**src/rtl/rr_arbiter_ctrl.sv**
```systemverilog
// Round-robin arbiter with held grants, released by a one-cycle pulse on release_i.
// `release` is a reserved word, so that input is named release_i. Define RR_TIMEOUT_EN to add a forced-release hold counter.
module rr_arbiter_ctrl #(
    parameter int W_DATA  = 8,
    parameter int TIMEOUT = 16,
    localparam int IW     = (W_DATA > 1) ? $clog2(W_DATA) : 1
) (
    input  logic              clk,
    input  logic              rst,
    input  logic [W_DATA-1:0] req,
    input  logic              release_i,
    output logic [W_DATA-1:0] gnt,
    output logic              gnt_valid,
    output logic [IW-1:0]     gnt_idx,
    output logic [IW-1:0]     shift_value,
    output logic              timeout_err
);

    localparam logic [0:0] IDLE  = 1'b0;
    localparam logic [0:0] GRANT = 1'b1;

    logic [0:0]        state_q, state_d;
    logic [IW-1:0]     ptr_q, ptr_d;
    logic [W_DATA-1:0] gnt_q, gnt_d;
    logic [IW-1:0]     gnt_idx_q, gnt_idx_d;

    logic              found;
    logic [IW-1:0]     sel_idx;
    logic [W_DATA-1:0] sel_oh;
    logic [IW-1:0]     next_ptr;
    logic              timeout_hit;
    logic              end_grant;

    // Two passes give the cyclic search order: bits at or above ptr first, then the wrap-around.
    always_comb begin
        found   = 1'b0;
        sel_idx = '0;
        sel_oh  = '0;
        for (int j = 0; j < W_DATA; j++) begin
            if (!found && req[j] && (IW'(j) >= ptr_q)) begin
                found     = 1'b1;
                sel_idx   = IW'(j);
                sel_oh[j] = 1'b1;
            end
        end
        for (int j = 0; j < W_DATA; j++) begin
            if (!found && req[j]) begin
                found     = 1'b1;
                sel_idx   = IW'(j);
                sel_oh[j] = 1'b1;
            end
        end
    end

    assign next_ptr  = (gnt_idx_q == IW'(W_DATA - 1)) ? '0 : gnt_idx_q + IW'(1);
    assign end_grant = release_i | timeout_hit;

`ifdef RR_TIMEOUT_EN
    logic [7:0] cnt_q, cnt_d;
    logic       terr_q, terr_d;

    assign timeout_hit = (state_q == GRANT) && (cnt_q == 8'(TIMEOUT - 1));

    // Counter sits at zero in IDLE, so every GRANT tenure starts counting from zero.
    always_comb begin
        cnt_d  = cnt_q;
        terr_d = 1'b0;
        if (state_q == IDLE) begin
            cnt_d = '0;
        end else if (!release_i) begin
            cnt_d  = cnt_q + 8'd1;
            terr_d = timeout_hit;
        end
    end

    always_ff @(posedge clk or posedge rst) begin
        if (rst) begin
            cnt_q  <= '0;
            terr_q <= 1'b0;
        end else begin
            cnt_q  <= cnt_d;
            terr_q <= terr_d;
        end
    end

    assign timeout_err = terr_q;
`else
    assign timeout_hit = 1'b0;
    assign timeout_err = 1'b0;
`endif

    always_comb begin
        state_d   = state_q;
        ptr_d     = ptr_q;
        gnt_d     = gnt_q;
        gnt_idx_d = gnt_idx_q;
        case (state_q)
            IDLE: begin
                if (found) begin
                    state_d   = GRANT;
                    gnt_d     = sel_oh;
                    gnt_idx_d = sel_idx;
                end
            end
            default: begin
                if (end_grant) begin
                    state_d   = IDLE;
                    gnt_d     = '0;
                    gnt_idx_d = '0;
                    ptr_d     = next_ptr;
                end
            end
        endcase
    end

    always_ff @(posedge clk or posedge rst) begin
        if (rst) begin
            state_q   <= IDLE;
            ptr_q     <= '0;
            gnt_q     <= '0;
            gnt_idx_q <= '0;
        end else begin
            state_q   <= state_d;
            ptr_q     <= ptr_d;
            gnt_q     <= gnt_d;
            gnt_idx_q <= gnt_idx_d;
        end
    end

    assign gnt         = gnt_q;
    assign gnt_valid   = (state_q == GRANT);
    assign gnt_idx     = gnt_idx_q;
    assign shift_value = ptr_q;

endmodule

```
**config.mk**
```make
export PLATFORM = sky130hd
export DESIGN_NAME = rr_arbiter_ctrl
export DESIGN_NICKNAME = d
export VERILOG_FILES = /design/src/rtl/rr_arbiter_ctrl.sv
export SDC_FILE = /design/constraint.sdc
export NUM_CORES = 1
export LEC_CHECK = 0
export CAP_MARGIN = 25
export CORE_MARGIN = 4
export CORE_UTILIZATION = 40
export CTS_CLUSTER_SIZE = 40
export DETAILED_ROUTE_END_ITERATION = 16
export GPL_ROUTABILITY_DRIVEN = 0
export HOLD_SLACK_MARGIN = 0.06
export PLACE_DENSITY = 0.75
export SKIP_LAST_GASP = 1
export SLEW_MARGIN = 10
export SYNTH_ARGS = -nofsm -noshare
export SYNTH_HDL_FRONTEND = slang
export SYNTH_SLANG_ARGS = --single-unit
export TNS_END_PERCENT = 20
```
**constraint.sdc**
```tcl
create_clock -name clk -period 1.7 [get_ports clk]
set_input_delay 0.34 -clock clk [delete_from_list [all_inputs] [get_ports clk]]
set_output_delay 0.34 -clock clk [all_outputs]
set_load 0.01 [all_outputs]
```
# == After elaboration in Yosys (flattened, before gate mapping) ==
# Index checks and enable logic that the tools add are counted.
# word_totals
reg_bits,15
inputBits,11
out_inout_bits,16
wordCells,112
# classes
addsub,1
order_cmp,8
eq_ne,2
n_mux,56
n_reduce_logical,41
# op_table
operator,n
$mux 3,18
$mux 1,35
$mux 8,3
$logic_and 1x1->1,23
$logic_not 1->1,15
$ge 3x3->1 const A,4
$ge 1x3->1 const A,2
$ge 2x3->1 const A,2
$reduce_and 2->1,2
$add 3x1->3 const B,1
$eq 3x3->1 const B,1
$ne 2x2->1 const B,1
$reduce_bool 2->1,1

# == Logic depth before layout (Yosys ltp) ==
# depth
depth_word,57
ltp_mapped,7

# == Least setup slack after synthesis ==
# No wires, ideal clock.
# synth_timing
path_kind,reg-to-reg
startpoint,"register ptr_q[0], in the netlist shift_value[0]"
endpoint,"register gnt_idx_q[0], in the netlist gnt_idx[0]"
setup_ns,0.130
arrival_ns,1.637
required_ns,1.570
path_slack_ns,-0.067
stages_incl_launch_ff,7
synth_period_minus_slack_ns,1.767
path_cell_list,dfrtp_1 > buf_6 > and3b_4 > or2_1 > a31o_1 > a2111oi_1 > o21ai_1
# synth_via
elab_chain_len,57
elab_cells_between_ends,81
cone_classes,order compare (8); mux (33); reduce/logical (40)
# synth_rtl
element,line_no,source
"start, declared",23,"logic [IW-1:0] ptr_q, ptr_d;"
"start signal, assigned",124,ptr_q <= ptr_d;
$ge 1x3->1,40,if (!found && req[j] && (IW'(j) >= ptr_q)) begin
$logic_and 1x1->1,40,
$mux 1,40,
$logic_not 1->1,40,
$logic_and 1x1->1 (2 in a row),40,
$mux 1,40,
$logic_not 1->1,40,
$logic_and 1x1->1 (2 in a row),40,
[39 not listed],-,
$logic_not 1->1,47,if (!found && req[j]) begin
$logic_and 1x1->1,47,
$mux 1,47,
$logic_not 1->1,47,
$logic_and 1x1->1,47,
$mux 3 or $mux 1 (tied branches),47,
$mux 3 or $reduce_bool 2->1 (tied branches),-,
$mux 3 or $reduce_and 2->1 (tied branches),-,
"end signal, assigned",126,gnt_idx_q <= gnt_idx_d;
"end, declared",25,"logic [IW-1:0] gnt_idx_q, gnt_idx_d;"
# Parallel ways exist; a longest one is shown, timed or not. The select of a mux whose other input is x is not followed.
# A chain may end at the register's enable or synchronous reset.

# == Worst setup path after layout ==
# layout_timing
startpoint,"register ptr_q[1], in the netlist shift_value[1]"
endpoint,"register gnt_idx_q[2], in the netlist gnt_idx[2]"
# The elaborated chain is that of the path after synthesis.

==> summary.md <==
| Metric | Value |
|---|---|
| R2r endpoint | gnt_idx[2] |
| Die Y | roughly 60 um |
| Most common cell after layout, fill and taps aside | buf_4 |
| Outcome | finished with violations |
| Setup Crit Path Kind | flip-flop to flip-flop |
| Dominant cell type by area after synthesis | dfrtp_1 |
| Share of cells above drive strength 1 | approximately two fifths |
| Vias per inst | 6.288 |
| Clock transition at path regs | 0.09 ns |
| Setup violations, final | 9 |
| Vias in the first global route | 1309 |
| Fin crit share | 107.4% |
| Worst EP arrival | ~2 ns |
| Most frequent cells in the layout | buf_4, clkdlybuf4s50_1, nand2_1, dfrtp_1, inv_1 |
| Worst slew margin | about three fifths |
| Die W | 60.41 um |
| Final Core Density | between 70% and 80% |
| Port Buffer Count | 25 |
| I/O pin cnt | 27 |
| Crit path cell chain | buf_6, nor2b_4, o21bai_1, a31oi_2, o31ai_2, o41a_1 |
| RR Startpoint | shift_value[1] |
| Hold Violations, Final | 0 |
| Final WL | 4452 um |
| Core Area | 2545 sq um |
| Post-synthesis async set-or-reset flop share | between 90% and 100% |
| Share of the synthesized area in the top cell type | 34.17% |
| Initial Utilization | a little over two fifths |
| Fillers | 177 |
| Yosys cell types | 47 |
| R2R depth | 6 |
| VDD IR max | between 1000 and 1500 uV |
| H-Tree Depth | 1 |
| Worst skew pair latency | about 0.29 ns |
| CTS Sinks | 15 |
| CP required | between 1.5 and 2 ns |
| Post-synthesis sequential area ratio | between 30 and 40% |
| Rows | 18 |
| Total track usage | a little under a quarter |
| Post-synthesis cell area | 1099 sq um |
| Crit path from | shift_value[1] |
| Antenna violations before repair | 0 |
| Nets | 206 |
| Setup crit end | gnt_idx[2] |
| Highest clock rate | 547.8 MHz |
| Drt wl/cell | between 20 and 25 um |
| Synthesized net count | 141 |
| Leakage | 0.8207 nW |
| Synth top area cells | dfrtp_1, nand2_1, o21ai_0 |
| Shortest period the worst path allows | approximately 1.8 ns |
| Main synth FF type | dfrtp_1 |
| Post-synth EDFFs | 0 |
| Seq cells post-synth | 15 |
| Starting DRT DRC Count | 127 |
| Failing checks | setup timing |
| Root Buffer | clkbuf_4 |
| Crit start category | flip-flop |
| Hold WC Path Type | input pin to asynchronous set/reset pin |
| Max clock buf depth | 2 |
| Die area | 3649 sq um |
| Area growth, synth to finish | 67.31% |
| Gate Count Post-Synth | 128 |
| DP Wirelength | 2724 um |
| GR Overflow Total | 0 |
| Remaining antenna violation count after routing | 0 |
| Worst Path Max Fanout | 7 |
| Max stage delay cell, worst path | dfrtp_2 |
| CTS tree | built |
| Max Slew Vio Count | 0 |
| Power Dens Cells | 1184 nW/um^2 |
| Min Hold Slack | 0.4174 ns |
| # DRC | 0 |
| R2r setup slk | -0.13 ns |
| Antenna diodes | 0 |
| Routed vias | 1396 |
| DR pass1 iterations | 5 |
| Unrepaired setup endpoints after global routing | true |
| Max-cap violation count | 0 |
| Yosys Warn Count | 0 |
| Setup WS post-layout | -0.1256 ns |
| Crit end category | flip-flop |
| Avg Inst Size Synth | 8.582 sq um |
| Tightest Pin Transition | 0.6105 ns |
| Crit-path max cell delay | 0.49 ns |
| Largest net degree at the start of global routing | 16 |
| Num CTS Buffers | 3 |
| First-pass GRT wire length | 6279 um |
| Skew final | about 0.0014 ns |
flip-flops by register name (all words and copies together), names as in the netlist:
| name | cells |
|---|---|
| shift_value | 3 |
| gnt_valid | 1 |
| gnt | 8 |
| gnt_idx | 3 |
cells in the mapped netlist (3+ instances only):
cell type / number
buf_6: 3
inv_1: 9
buf_2: 3
a21oi_1: 6
mux2_2: 3
dfrtp_1: 15
nor2_1: 6
a31oi_1: 4
nor3_1: 6
nand3_1: 3
o21ai_1: 5
o21ai_0: 7
nand2_1: 12
per-stage QoR:
stage          total power [mW]  std cells  TNS [ns]  worst slack, ns  cell area, sq um
2_1_floorplan             1.105        128         0        0.0008704              1107
3_3_place_gp              1.624        210    -5.441          -0.5582              1598
3_5_place_dp              1.648        210    -5.771          -0.5827              1598
4_1_cts                   1.889        217   -0.8163          -0.1166              1674
5_1_grt                   2.295        222    -1.454          -0.2244              1838
6_report                  2.175        222   -0.5762          -0.1256              1838
timing repair:
item | CTS | global route
hold buffers | 0 | 0
endpoints found under the setup margin | 16 | 16
buffers inserted | 2 | 5
resized for setup | 15 | 30
cloned | 1 | 0
pin swaps | 3 | 5
final cells by class:
type | instances | area (sq um) | share of cell area, %
well taps | 30 | 37.54 | 2.042
clock inverters | 1 | 5.005 | 0.2723
clock buffers | 3 | 22.52 | 1.225
flip-flops and latches | 15 | 380.4 | 20.69
inverters | 9 | 33.78 | 1.838
multi-input cells | 97 | 785.8 | 42.75
repair buffers | 67 | 573.1 | 31.18
layer usage:
layer | up-vias | global-route usage [%] | routed length (um)
met1 | 642 | 29.04 | 1629
li1 | 613 | - | -
met2 | 121 | 39.81 | 2175
met4 | 0 | 8.228 | 130
met5 | - | 0 | 0
met3 | 20 | 4.255 | 516
report_power, final:
part           total, mW  internal [mW]  switching [mW]
clock              0.208         0.0877           0.120
combinational       1.38          0.691           0.694
sequential         0.583          0.450           0.133
worst max-delay path: cells and delay by family, from the launching register on:
family,cells,cell delay (ns)
AO/OA/AOI/OAI,4,0.92
flip-flops,1,0.49
buffers and inverters,1,0.17
AND/OR/NAND/NOR,1,0.12
cell families (layout without fill, tap and decap cells):
group / after synthesis / in the layout / share of synthesized area, %
compound gates: 47 / 48 / 29.73
simple gates: 42 / 42 / 20.96
buf+inv: 17 / 80 / 8.541
flops: 15 / 15 / 34.17
mux: 4 / 4 / 3.986
fa+ha+maj: 2 / 2 / 2.278
other cells: 1 / 1 / 0.3414
worst min-delay path by stage:
stage / from / endpoint / slack (ns) / cells past startpoint
global placement: gnt[1] / gnt[1] / 0.51 / 2
floorplan: rst / gnt[0] / 0.24 / 1
CTS: rst / gnt[6] / 0.42 / 2
finish: rst / gnt[6] / 0.42 / 2
detailed placement: gnt[7] / gnt[7] / 0.51 / 1
global route: rst / gnt[6] / 0.46 / 2
No activity file was read; power rests on OpenSTA's default activity.
